File: src/rtl/uart_tx_feeder.sv
// uart_tx_feeder
// Byte buffer in front of the UART TX controller. Bytes from the system side
// are queued in a small synchronous FIFO and handed to TX one at a time: a
// single-cycle Data_Valid pulse, with P_DATA held from that launch until the
// next one. Each launch waits until TX has raised Busy for the current frame
// and then dropped it again.
//
// Ports
//   CLK         system clock (TX clock domain)
//   RST         synchronous active-low reset
//   WR_EN       write request, accepted when not FULL (or when a pop frees a slot)
//   WR_DATA     byte to enqueue
//   Busy        TX busy flag, registered inside TX (rises 2 cycles after Data_Valid)
//   P_DATA      byte presented to TX, changes only on a launch edge
//   Data_Valid  single-cycle launch pulse
//   FULL        FIFO holds DEPTH entries
//   EMPTY       FIFO holds no entries
//   COUNT       current occupancy
//
// State table
//   state        | meaning
//   ST_IDLE      | waiting for a queued byte and Busy=0; launch decision made here
//   ST_LAUNCH    | Data_Valid high for this single cycle
//   ST_WAIT_BUSY | waiting for TX to acknowledge the frame by raising Busy
//   ST_WAIT_DONE | frame in flight; wait for Busy to drop

module uart_tx_feeder #(
    parameter int DATA_WIDTH = 8,
    parameter int DEPTH      = 8,   // power of two, at least 2
    parameter int PTR_W      = $clog2(DEPTH)
) (
    input  logic                  CLK,
    input  logic                  RST,
    input  logic                  WR_EN,
    input  logic [DATA_WIDTH-1:0] WR_DATA,
    input  logic                  Busy,
    output logic [DATA_WIDTH-1:0] P_DATA,
    output logic                  Data_Valid,
    output logic                  FULL,
    output logic                  EMPTY,
    output logic [PTR_W:0]        COUNT
);

    localparam logic [PTR_W:0] CNT_FULL = (PTR_W + 1)'(DEPTH);

    typedef enum logic [1:0] {
        ST_IDLE      = 2'd0,
        ST_LAUNCH    = 2'd1,
        ST_WAIT_BUSY = 2'd2,
        ST_WAIT_DONE = 2'd3
    } state_t;

    state_t                  state_q, state_d;
    logic [DATA_WIDTH-1:0]   mem_q [DEPTH];
    logic [PTR_W-1:0]        wr_ptr_q, wr_ptr_d;
    logic [PTR_W-1:0]        rd_ptr_q, rd_ptr_d;
    logic [PTR_W:0]          count_q, count_d;
    logic [DATA_WIDTH-1:0]   p_data_q, p_data_d;
    logic                    data_valid_q, data_valid_d;
    logic                    full;
    logic                    empty;
    logic                    pop;
    logic                    push;

    assign full  = (count_q == CNT_FULL);
    assign empty = (count_q == '0);

    // Launch sequencing. The pop happens only on the IDLE -> LAUNCH edge, so
    // P_DATA is loaded exactly once per frame and stays put until the next one.
    always_comb begin
        state_d      = state_q;
        p_data_d     = p_data_q;
        data_valid_d = 1'b0;
        pop          = 1'b0;
        case (state_q)
            ST_IDLE: begin
                if (!empty && !Busy) begin
                    pop          = 1'b1;
                    p_data_d     = mem_q[rd_ptr_q];
                    data_valid_d = 1'b1;
                    state_d      = ST_LAUNCH;
                end
            end
            ST_LAUNCH: begin
                state_d = ST_WAIT_BUSY;
            end
            // Busy lags Data_Valid by two cycles, so it cannot be trusted
            // as "done" until it has been seen high at least once.
            ST_WAIT_BUSY: begin
                if (Busy) begin
                    state_d = ST_WAIT_DONE;
                end
            end
            ST_WAIT_DONE: begin
                if (!Busy) begin
                    state_d = ST_IDLE;
                end
            end
            default: begin
                state_d = ST_IDLE;
            end
        endcase
    end

    // FIFO bookkeeping. A write while full is still taken when the same
    // cycle pops, since the pop frees the slot the write lands in.
    always_comb begin
        push     = WR_EN && (!full || pop);
        wr_ptr_d = push ? wr_ptr_q + PTR_W'(1) : wr_ptr_q;
        rd_ptr_d = pop  ? rd_ptr_q + PTR_W'(1) : rd_ptr_q;
        count_d  = count_q;
        if (push && !pop) begin
            count_d = count_q + (PTR_W + 1)'(1);
        end else if (!push && pop) begin
            count_d = count_q - (PTR_W + 1)'(1);
        end
    end

    always_ff @(posedge CLK) begin
        if (!RST) begin
            state_q      <= ST_IDLE;
            wr_ptr_q     <= '0;
            rd_ptr_q     <= '0;
            count_q      <= '0;
            p_data_q     <= '0;
            data_valid_q <= 1'b0;
        end else begin
            state_q      <= state_d;
            wr_ptr_q     <= wr_ptr_d;
            rd_ptr_q     <= rd_ptr_d;
            count_q      <= count_d;
            p_data_q     <= p_data_d;
            data_valid_q <= data_valid_d;
        end
    end

    // Storage needs no reset: entries are only read after being written.
    // During reset push may still be high, which is harmless since the
    // pointers and count are being cleared.
    always_ff @(posedge CLK) begin
        if (push) begin
            mem_q[wr_ptr_q] <= WR_DATA;
        end
    end

    assign P_DATA     = p_data_q;
    assign Data_Valid = data_valid_q;
    assign FULL       = full;
    assign EMPTY      = empty;
    assign COUNT      = count_q;

endmodule

File: config.mk
export PLATFORM = sky130hd
export DESIGN_NAME = uart_tx_feeder
export DESIGN_NICKNAME = d
export VERILOG_FILES = /design/src/rtl/uart_tx_feeder.sv
export SDC_FILE = /design/constraint.sdc
export NUM_CORES = 1
export LEC_CHECK = 0
export CORE_UTILIZATION = 62
export DETAILED_ROUTE_END_ITERATION = 8
export PLACE_DENSITY_LB_ADDON = 0.12
export SYNTH_ARGS = -nofsm -noshare
export SYNTH_HDL_FRONTEND = slang
export SYNTH_SLANG_ARGS = --single-unit
File: constraint.sdc
create_clock -name CLK -period 6.45 [get_ports CLK]
set_input_delay 0.645 -clock CLK [delete_from_list [all_inputs] [get_ports CLK]]
set_output_delay 0.645 -clock CLK [all_outputs]
set_load 0.03 [all_outputs]
# ---- After elaboration in Yosys (flattened, before gate mapping)
# Memories as Yosys holds them, arrays and structs flattened. A register that Yosys moved wholly into a read port is not among the register bits.
# Index checks and enable logic that the tools add are counted.
dict set report op_classes {
  magnitude_cmp 0
  n_div 0
  shifts 0
  bitwise_logic 0
  mul 0
  reduce_logical 16
  eq_ne 7
  muxes 10
  addsub 4
}
# op n
set ops {}
lappend ops {{4-bit two-way mux} 2}
lappend ops {{2-bit case mux with 4 select lines} 1}
lappend ops {{3-bit by 1-bit adder with 3-bit output, second input constant} 2}
lappend ops {{1-bit zero test} 6}
lappend ops {{2-bit two-way mux} 3}
lappend ops {{2-bit != test, second input constant} 3}
lappend ops {{4-bit by 1-bit adder with 4-bit output, second input constant} 1}
lappend ops {{2-bit == test, second input constant} 2}
lappend ops {{4-bit == test, second input constant} 1}
lappend ops {{1-bit logical AND} 4}
lappend ops {{4-bit zero test} 1}
lappend ops {{1-bit two-way mux} 4}
lappend ops {{4-bit by 1-bit subtractor with 4-bit output, second input constant} 1}
lappend ops {{3-bit AND reduction} 1}
lappend ops {{2-bit by 1-bit == test with 1-bit output, second input constant} 1}
lappend ops {{2-bit zero test} 1}
lappend ops {{2-bit AND reduction} 1}
lappend ops {{2-bit nonzero test} 1}
lappend ops {{1-bit logical OR} 1}
dict set report totals {
  out_inout_bits 15
  ramBits 64
  wordCells 43
  reg_bits 13
  inputBits 12
  n_memories 1
  romBits 0
  latch_bits 0
}
# memory depth word_bits read_ports rd_clocked_by_memory_dff write_ports line_no
set memory_table {}
lappend memory_table {mem_q 8 8 1 1 1 54} ;# logic [DATA_WIDTH-1:0] mem_q [DEPTH];

# ---- Logic depth before layout (Yosys ltp)
dict set report logic_depth {
  word_depth 11
  ltp_mapped 14
  mapped_depth_nobuf 12
}

# ---- Worst setup path before layout
# Ideal clock, no wire load.
dict set report synth_timing {
  path_kind {reg2reg}
  start {register count_q[0] (netlist: COUNT[0])}
  end {register count_q[3] (netlist: COUNT[3])}
  path_buffers 2
  path_slack_ns 3.719
  required_ns 6.378
  path_stages_with_launch 13
  period_less_slack_ns 2.731
  arrival_ns 2.660
  setup_ns 0.072
  path_cell_list {dfxtp_1 or4_4 and2_4 buf_6 buf_6 inv_1 ha_1 inv_1 ha_1 a21oi_1 a211oi_1 a31oi_1 mux2i_1}
}
dict set report synth_between {
  elab_chain_cells 10
  elab_cells_between_ends 18
  classes_between {add/sub (2); eq/ne (1); mux (4); reduce/logical (11)}
}
# item line_no
set synth_lines {}
lappend synth_lines {{start, declared} 57} ;# logic [PTR_W:0] count_q, count_d;
lappend synth_lines {{start signal, assigned} 131} ;# count_q <= count_d;
lappend synth_lines {{4-bit zero test} 66} ;# assign empty = (count_q == '0);
lappend synth_lines {{1-bit zero test} 77} ;# if (!empty && !Busy) begin
lappend synth_lines {{1-bit logical AND} 77}
lappend synth_lines {{1-bit two-way mux} 77}
lappend synth_lines {{1-bit two-way mux} 75} ;# case (state_q)
lappend synth_lines {{1-bit logical OR} 108} ;# push = WR_EN && (!full || pop);
lappend synth_lines {{1-bit logical AND} 108}
lappend synth_lines {{1-bit zero test} 114} ;# end else if (!push && pop) begin
lappend synth_lines {{1-bit logical AND} 114}
lappend synth_lines {{2-bit nonzero test (no source line)} n/a}
# Several ways; a longest one is shown, not always the timed one. The select of a mux whose other input is x is not followed.
# A chain may end at the register's enable or synchronous reset.

# ---- Worst setup path after layout
dict set report layout_timing {
  start {input port Busy}
  end {register count_q[3] (netlist: COUNT[3])}
}
dict set report layout_between {
  elab_chain_cells 9
  elab_cells_between_ends 12
  classes_between {mux (3); reduce/logical (9)}
}
# item line_no
set layout_lines {}
lappend layout_lines {{start, declared} 36} ;# input logic Busy,
lappend layout_lines {{1-bit zero test *} n/a}
lappend layout_lines {{1-bit logical AND *} 77}
lappend layout_lines {{1-bit two-way mux *} 77}
lappend layout_lines {{1-bit two-way mux *} 75}
lappend layout_lines {{1-bit logical OR} 108}
lappend layout_lines {{1-bit logical AND} 108}
lappend layout_lines {{1-bit zero test} 114}
lappend layout_lines {{1-bit logical AND} 114}
lappend layout_lines {{2-bit nonzero test (no source line)} n/a}
# Every way passes the cells marked *; elsewhere a longest branch is shown, timed or not.

==> reports/results.tsv <==
metric	value	unit
clkSinkCount	85	
wl	6200	µm
ctsResizeCount	0	
yosys.area_share.xor_xnor	1.51	%
dr.first_iter.drc_count	140	
firstDrtPassIters	4	
max_stage_delay	0.47	ns
overflow	0	
finalSetupTns	0	ns
seq_area_frac_synth	67.3	%
dp_hpwl	3970	µm
cts_max_path_buffers	2	
layout_commonest_cell	edfxtp_1	
postPlaceCellArea	3800	µm²
p_switching	0.547	mW
worstHoldStart	P_DATA[3]$_SDFFE_PN0P_	
dp_slack	3.11	ns
slew_headroom	32.7	%
start_util	66.0	%
fillers	336	
fin_skew	0.0122	ns
drive_gt1_share	17.5	%
io_buffers	26	
whs_path_depth	2	
worst_ep_arrival_time	3.28	ns
synth-compound-area-share	5.00	%
fin_ws	3.46	ns
fin_crit	2.99	ns
nNetsFinal	274	
r2r_cells	12	
final_util	75.5	%
p_int	1.07	mW
status	complete, no violations	
r2r-start	state_q[0]$_SDFFE_PN0P_	
clk_pin_slew	0.09	ns
layout_common_cells	edfxtp_1 (64), clkdlybuf4s50_1 (26), nand2_1 (22)	
hold_end	P_DATA[3]$_SDFFE_PN0P_	
clkPwrFrac	21.4	%
die_h	76.9	µm
synthMuxAreaShare	11.5	%
grt_max_degree	23	
crit_fanout	19	
via_per_inst	5.95	
path_class	in2reg	
antenna_found_initial	0	
n_antenna_cell	0	
post_cts_buffers	0	
rows	26	
drc	0	
routedWlPerCell	19.0	µm
clock_latency	0.35	ns
worst_path_max_delay_cell	clkdlybuf4s50_1	
hp-class	reg2reg	
antenna_left	0	
drv_slew	0	
tritoncts	yes	
die_area	5910	µm²
finalCritPeriodShare	46.4	%
synth_area	3480	µm²
syn-num-nets	244	
synth_seq_cells	85	
met3_usage	5.60	%
grt_pass1_vias	1978	
hold_viol_final	0	
p_per_area	406	nW/µm²
comb_power_share	34.6	%
cts_hold_buf	0	
synthAdderAreaFrac	3.81	%
vias	1946	
power_frac_seq	44.0	%
syn_avg_cell_area	15.7	µm²
rr_endpoint	COUNT[3]$_SDFFE_PN0P_	
yosysUniqueCellTypes	33	
synthCells	222	
core-area	5270	µm²
busiest_layer	met2	
htree_num_levels	3	
grt_usage	23.4	%
design_area	3980	µm²
cap_violations	0	
cts_buffers	9	
cp.required	6.74	ns
yosysWarnings	0	
p_leak	1.36	nW
cp-start-kind	input port	
crit_path_end_kind	flop	
syn_to_final_growth	14.5	%
setup_viol	0	
worstMarginPinSlew	1.01	ns
grt_pass1_wl	9870	µm
whs	0.547	ns
clock.fmax	334	MHz
globalplace.congestion	0.774	
ff2ff_setup_slack	3.61	ns
die_w	76.9	µm
p_sw_share	33.9	%
io-pin-count	27	
rsz0062_at_grt	false	
worstPathCellList	clkdlybuf4s50_1 > nor2b_1 > and2_4 > inv_1 > ha_1 > inv_1 > ha_1 > a21oi_1 > a211oi_1 > a31oi_1 > mux2i_1	
met2_usage	40.1	%
use_met1	26.8	%
synth_top_family_by_area	multiplexers	
root_buffer	clkbuf_8	
vdd_drop_max	235	µV
synth-simple-area-share	7.95	%
==> worst max path at each step <==
stage	start	end	slack [ns]	cells past startpoint
global route	Busy	COUNT[3]$_SDFFE_PN0P_	3.28	11
finish	Busy	COUNT[3]$_SDFFE_PN0P_	3.46	11
CTS	Busy	COUNT[3]$_SDFFE_PN0P_	3.48	11
global placement	Busy	COUNT[3]$_SDFFE_PN0P_	3.30	11
detailed placement	Busy	COUNT[3]$_SDFFE_PN0P_	3.11	11
floorplan	COUNT[0]$_SDFFE_PN0P_	COUNT[3]$_SDFFE_PN0P_	3.72	12
==> registers in the layout, indices dropped and copies added (netlist names) <==
| register | count |
|---|---|
| Data_Valid | 1 |
| state_q | 2 |
| COUNT | 4 |
| mem_q | 64 |
| rd_ptr_q | 3 |
| wr_ptr_q | 3 |
| P_DATA | 8 |
==> synthesized netlist by cell type, drive strengths merged <==
library cell  count  area share, %
nand2b            2           0.36
inv              10            1.1
a31oi             9            1.6
a21boi            1           0.22
nor3              5           0.72
fa                1           0.58
clkbuf            5           0.54
xor2              1           0.25
or4               1           0.32
and2              7            1.3
or3b              1           0.25
o211ai            1           0.22
o21ai            11            1.8
or4b              1           0.40
nor2              5           0.54
nand2            22            2.4
edfxtp           64             55
or2               1           0.18
and3              1           0.18
buf               5            1.3
ha                9            3.2
mux2i             4            1.2
nor2b             4           0.72
nand3             4           0.58
a211oi            2           0.43
dfxtp            21             12
o221ai            1           0.43
mux4             16             10
a21oi             2           0.29
xnor2             5            1.3
==> power by group through the flow <==
stage / registers [mW] / clock network (mW) / logic (mW)
after CTS: 0.712 / 0.351 / 0.563
after global placement: 0.717 / 0 / 0.541
final: 0.711 / 0.347 / 0.559
after global routing: 0.719 / 0.371 / 0.615
after floorplan: 0.773 / 0 / 0.356
after detailed placement: 0.723 / 0 / 0.561
==> final cells by class <==
| type | instances | area (µm²) | share of cell area [%] |
|---|---|---|---|
| multi-input combinational | 117 | 1050 | 26.3 |
| inverter | 10 | 37.5 | 0.943 |
| tap | 70 | 87.6 | 2.20 |
| sequential | 85 | 2340 | 58.8 |
| clock inverter | 6 | 47.5 | 1.19 |
| timing repair buffer | 29 | 283 | 7.10 |
| clock buffer | 10 | 138 | 3.46 |
==> worst max-delay path, delay by kind of cell <==
family / cells / cell delay [ns]
buf+inv: 3 / 0.69
compound gates: 3 / 0.52
mux: 1 / 0.21
simple gates: 2 / 0.70
fa+ha+maj: 2 / 0.51
==> stage by stage <==
step | power [mW] | cells
floorplan | 1.13 | 222
global placement | 1.26 | 311
detailed placement | 1.28 | 311
CTS | 1.63 | 327
global route | 1.70 | 327
finish | 1.62 | 327
==> per-layer routing <==
metal / part of all wire (%) / vias to the layer above
li1: - / 897
met1: 39 / 943
met2: 51 / 85
met3: 6.1 / 21
met4: 3.4 / 0
met5: 0 / -
==> kinds of logic (layout without fill, tap and decap cells) <==
logic type	after synthesis	count (layout)
buffers and inverters	20	55
flip-flops	85	85
AO/OA/AOI/OAI	27	27
adder cells (fa/ha/maj)	10	10
AND/OR/NAND/NOR	54	54
XOR/XNOR	6	6
multiplexers	20	20
Note: power is estimated with default switching activity, not from simulation.
==> RTL edit: new RTL, same settings <==
The parameter `DEPTH` goes from 8 to 16.
--- a/src/rtl/uart_tx_feeder.sv
+++ b/src/rtl/uart_tx_feeder.sv
@@ -26,7 +26,7 @@
 
 module uart_tx_feeder #(
     parameter int DATA_WIDTH = 8,
-    parameter int DEPTH      = 8,   // power of two, at least 2
+    parameter int DEPTH      = 16,   // power of two, at least 2
     parameter int PTR_W      = $clog2(DEPTH)
 ) (
     input  logic                  CLK,
Ports: changed (resized COUNT); port bits go from 27 to 28. The function was not compared with the original's and may differ.
==> RTL edit against the original RTL <==
- cell area is 79% higher
- largest cell class unchanged
- power is 74% higher
- worst hold slack worse by 19 ps
- cell count is 74% higher
- sequential cell count is 67 higher
- highest routed layer unchanged
- worst setup slack worse by 580 ps
- count of clock-buffer cells in the layout is 10 higher
- routed wire length is 91% higher
- synthesized area is 77% higher
==> RTL edit: results (changes against the original RTL) <==
[synth]
syn_inst = 391  ; +76%
yosysSeqAreaShare_pct = 70.14  ; +2.8 points
yosys-top-cells-count = edfxtp_1 (128), mux2i_1 (48), nor2_1 (31), dfxtp_1 (24), o22ai_1 (21)
synth_edf_count = 128  ; +100%
yosysWarnings = 0  ; unchanged
yosysUniqueCellTypes = 41  ; +24%
syn_nets = 417  ; +71%
synth_area_leaders = edfxtp_1 (62%), dfxtp_1 (7.8%), mux2i_1 (7.8%), mux4_2 (4.0%), ha_1 (2.6%)
synth-async-reset-ratio_pct = 0  ; unchanged

[run_status]
outcome = complete, no violations

[worst_setup_path]
worstRegToRegCells = 12  ; unchanged
r2r-end = COUNT[4]$_SDFFE_PN0P_
cp_max_fo = 19  ; unchanged
cp-startpoint = state_q[0]$_SDFFE_PN0P_
slowest_stage = a21boi_2
rrSetupSlack_ps = 2880  ; -730 ps
crit_path_end = COUNT[4]$_SDFFE_PN0P_
slowest_delay_ps = 700  ; +230 ps
cp.arrival_ps = 4030  ; +750 ps

[placement]
dpl_cell_area_mm2 = 0.006548  ; +72%
hpwl_um = 7609  ; +92%
dp.cells = 536  ; +72%
port_buffers = 27  ; +3.8%
place.gp.congestion = 0.8464  ; +9.4%

[clock_tree]
ctsResizeCount = 0  ; unchanged
clkTransAtPathRegs_ps = 60  ; -30 ps
clockBufferDepth = 2  ; unchanged
ctsRootBufferMaster = clkbuf_8
clock_latency_ps = 530  ; +180 ps
cts_buffers = 17  ; +8
htreeDepth = 4  ; +1

[routing]
vias = 3382  ; +74%
wl_per_cell_um = 20.85  ; +9.9%
drt_iter0_markers = 215  ; +54%
firstDrtPassIters = 4  ; unchanged

[timing]
maxSlewHeadroom_pct = 35.55  ; +2.9 points
fin_worst_skew_ps = 9.265  ; -2.973 ps

[grt]
grt_max_degree = 47  ; +100%
track_usage_pct = 25.54  ; +2.1 points
grt_pass1_wl_um = 18310  ; +85%
antenna_found_initial = 0  ; unchanged

[cells_and_area]
drive_gt1_share_pct = 12.18  ; -5.3 points
fill_cells = 613  ; +82%
top_register = mem_q
num_antenna_cells = 0  ; unchanged
largest_reg_flops = 128  ; +100%
fin_cells = 568  ; +74%
nNetsFinal = 448  ; +64%

[power_and_ir_drop]
power_switching_w = 0.0008106  ; +48%
p_leak_nw = 2.300  ; +69%
vdd_ir_drop_max_uv = 234.4  ; -0.17%

## RTL edit: cell type report
type	instances	area [µm²]	share of cell area, %
sequential	152	4325	60.63
inverter	9	33.78	0.4735
tap	133	166.4	2.333
clock inverter	12	151.4	2.122
clock buffer	20	435.4	6.103
timing repair buffer	33	315.3	4.419
multi-input combinational	209	1707	23.92
## RTL edit: worst min-delay path by stage
stage,slack [ps],endpoint,from,depth (start not counted)
final,530,state_q[1]$_SDFFE_PN0P_,state_q[1]$_SDFFE_PN0P_,2
after floorplan,480,state_q[1]$_SDFFE_PN0P_,state_q[1]$_SDFFE_PN0P_,2
after detailed placement,520,state_q[1]$_SDFFE_PN0P_,state_q[1]$_SDFFE_PN0P_,2
after CTS,520,state_q[1]$_SDFFE_PN0P_,state_q[1]$_SDFFE_PN0P_,2
after global placement,500,state_q[1]$_SDFFE_PN0P_,state_q[1]$_SDFFE_PN0P_,2
after global routing,580,COUNT[4]$_SDFFE_PN0P_,COUNT[4]$_SDFFE_PN0P_,2
## RTL edit: power groups by stage
| stage | sequential (W) | combinational (W) | clock [W] |
|---|---|---|---|
| after floorplan | 0.00126 | 0.000389 | 0 |
| after global placement | 0.00121 | 0.000631 | 0 |
| after detailed placement | 0.00121 | 0.000649 | 0 |
| after CTS | 0.00119 | 0.000653 | 0.000979 |
| after global routing | 0.00120 | 0.000710 | 0.00102 |
| final | 0.00119 | 0.000648 | 0.000971 |
## RTL edit: cell families after synthesis
group | count (synthesis) | synth area share [%]
buffers and inverters | 30 | 2.172
adder cells (fa/ha/maj) | 14 | 2.963
AND/OR/NAND/NOR | 66 | 5.054
flip-flops | 152 | 70.14
AO/OA/AOI/OAI | 62 | 6.718
multiplexers | 59 | 11.81
XOR/XNOR | 8 | 1.137
## RTL edit: stage by stage
stage | worst slack, ps | util, %
2_1_floorplan | 3432 | -
3_3_place_gp | 2653 | 67.61
3_5_place_dp | 2564 | 67.61
4_1_cts | 2950 | 73.67
5_1_grt | 2639 | 73.67
6_report | 2879 | 73.67
## RTL edit: critical path: cells and delay by family, from the launching register on
| kind | cells | cell delay [ps] |
|---|---|---|
| buffers and inverters | 3 | 400 |
| flip-flops | 1 | 330 |
| adder cells (fa/ha/maj) | 3 | 760 |
| AND/OR/NAND/NOR | 1 | 400 |
| AO/OA/AOI/OAI | 3 | 1100 |
| multiplexers | 2 | 510 |
## RTL edit: routing by layer
metal / global-route usage (%) / routed length [µm]
met5: 0 / 0
met4: 8.138 / 114
met3: 6.625 / 640
met2: 42.05 / 6101
met1: 33.51 / 4987
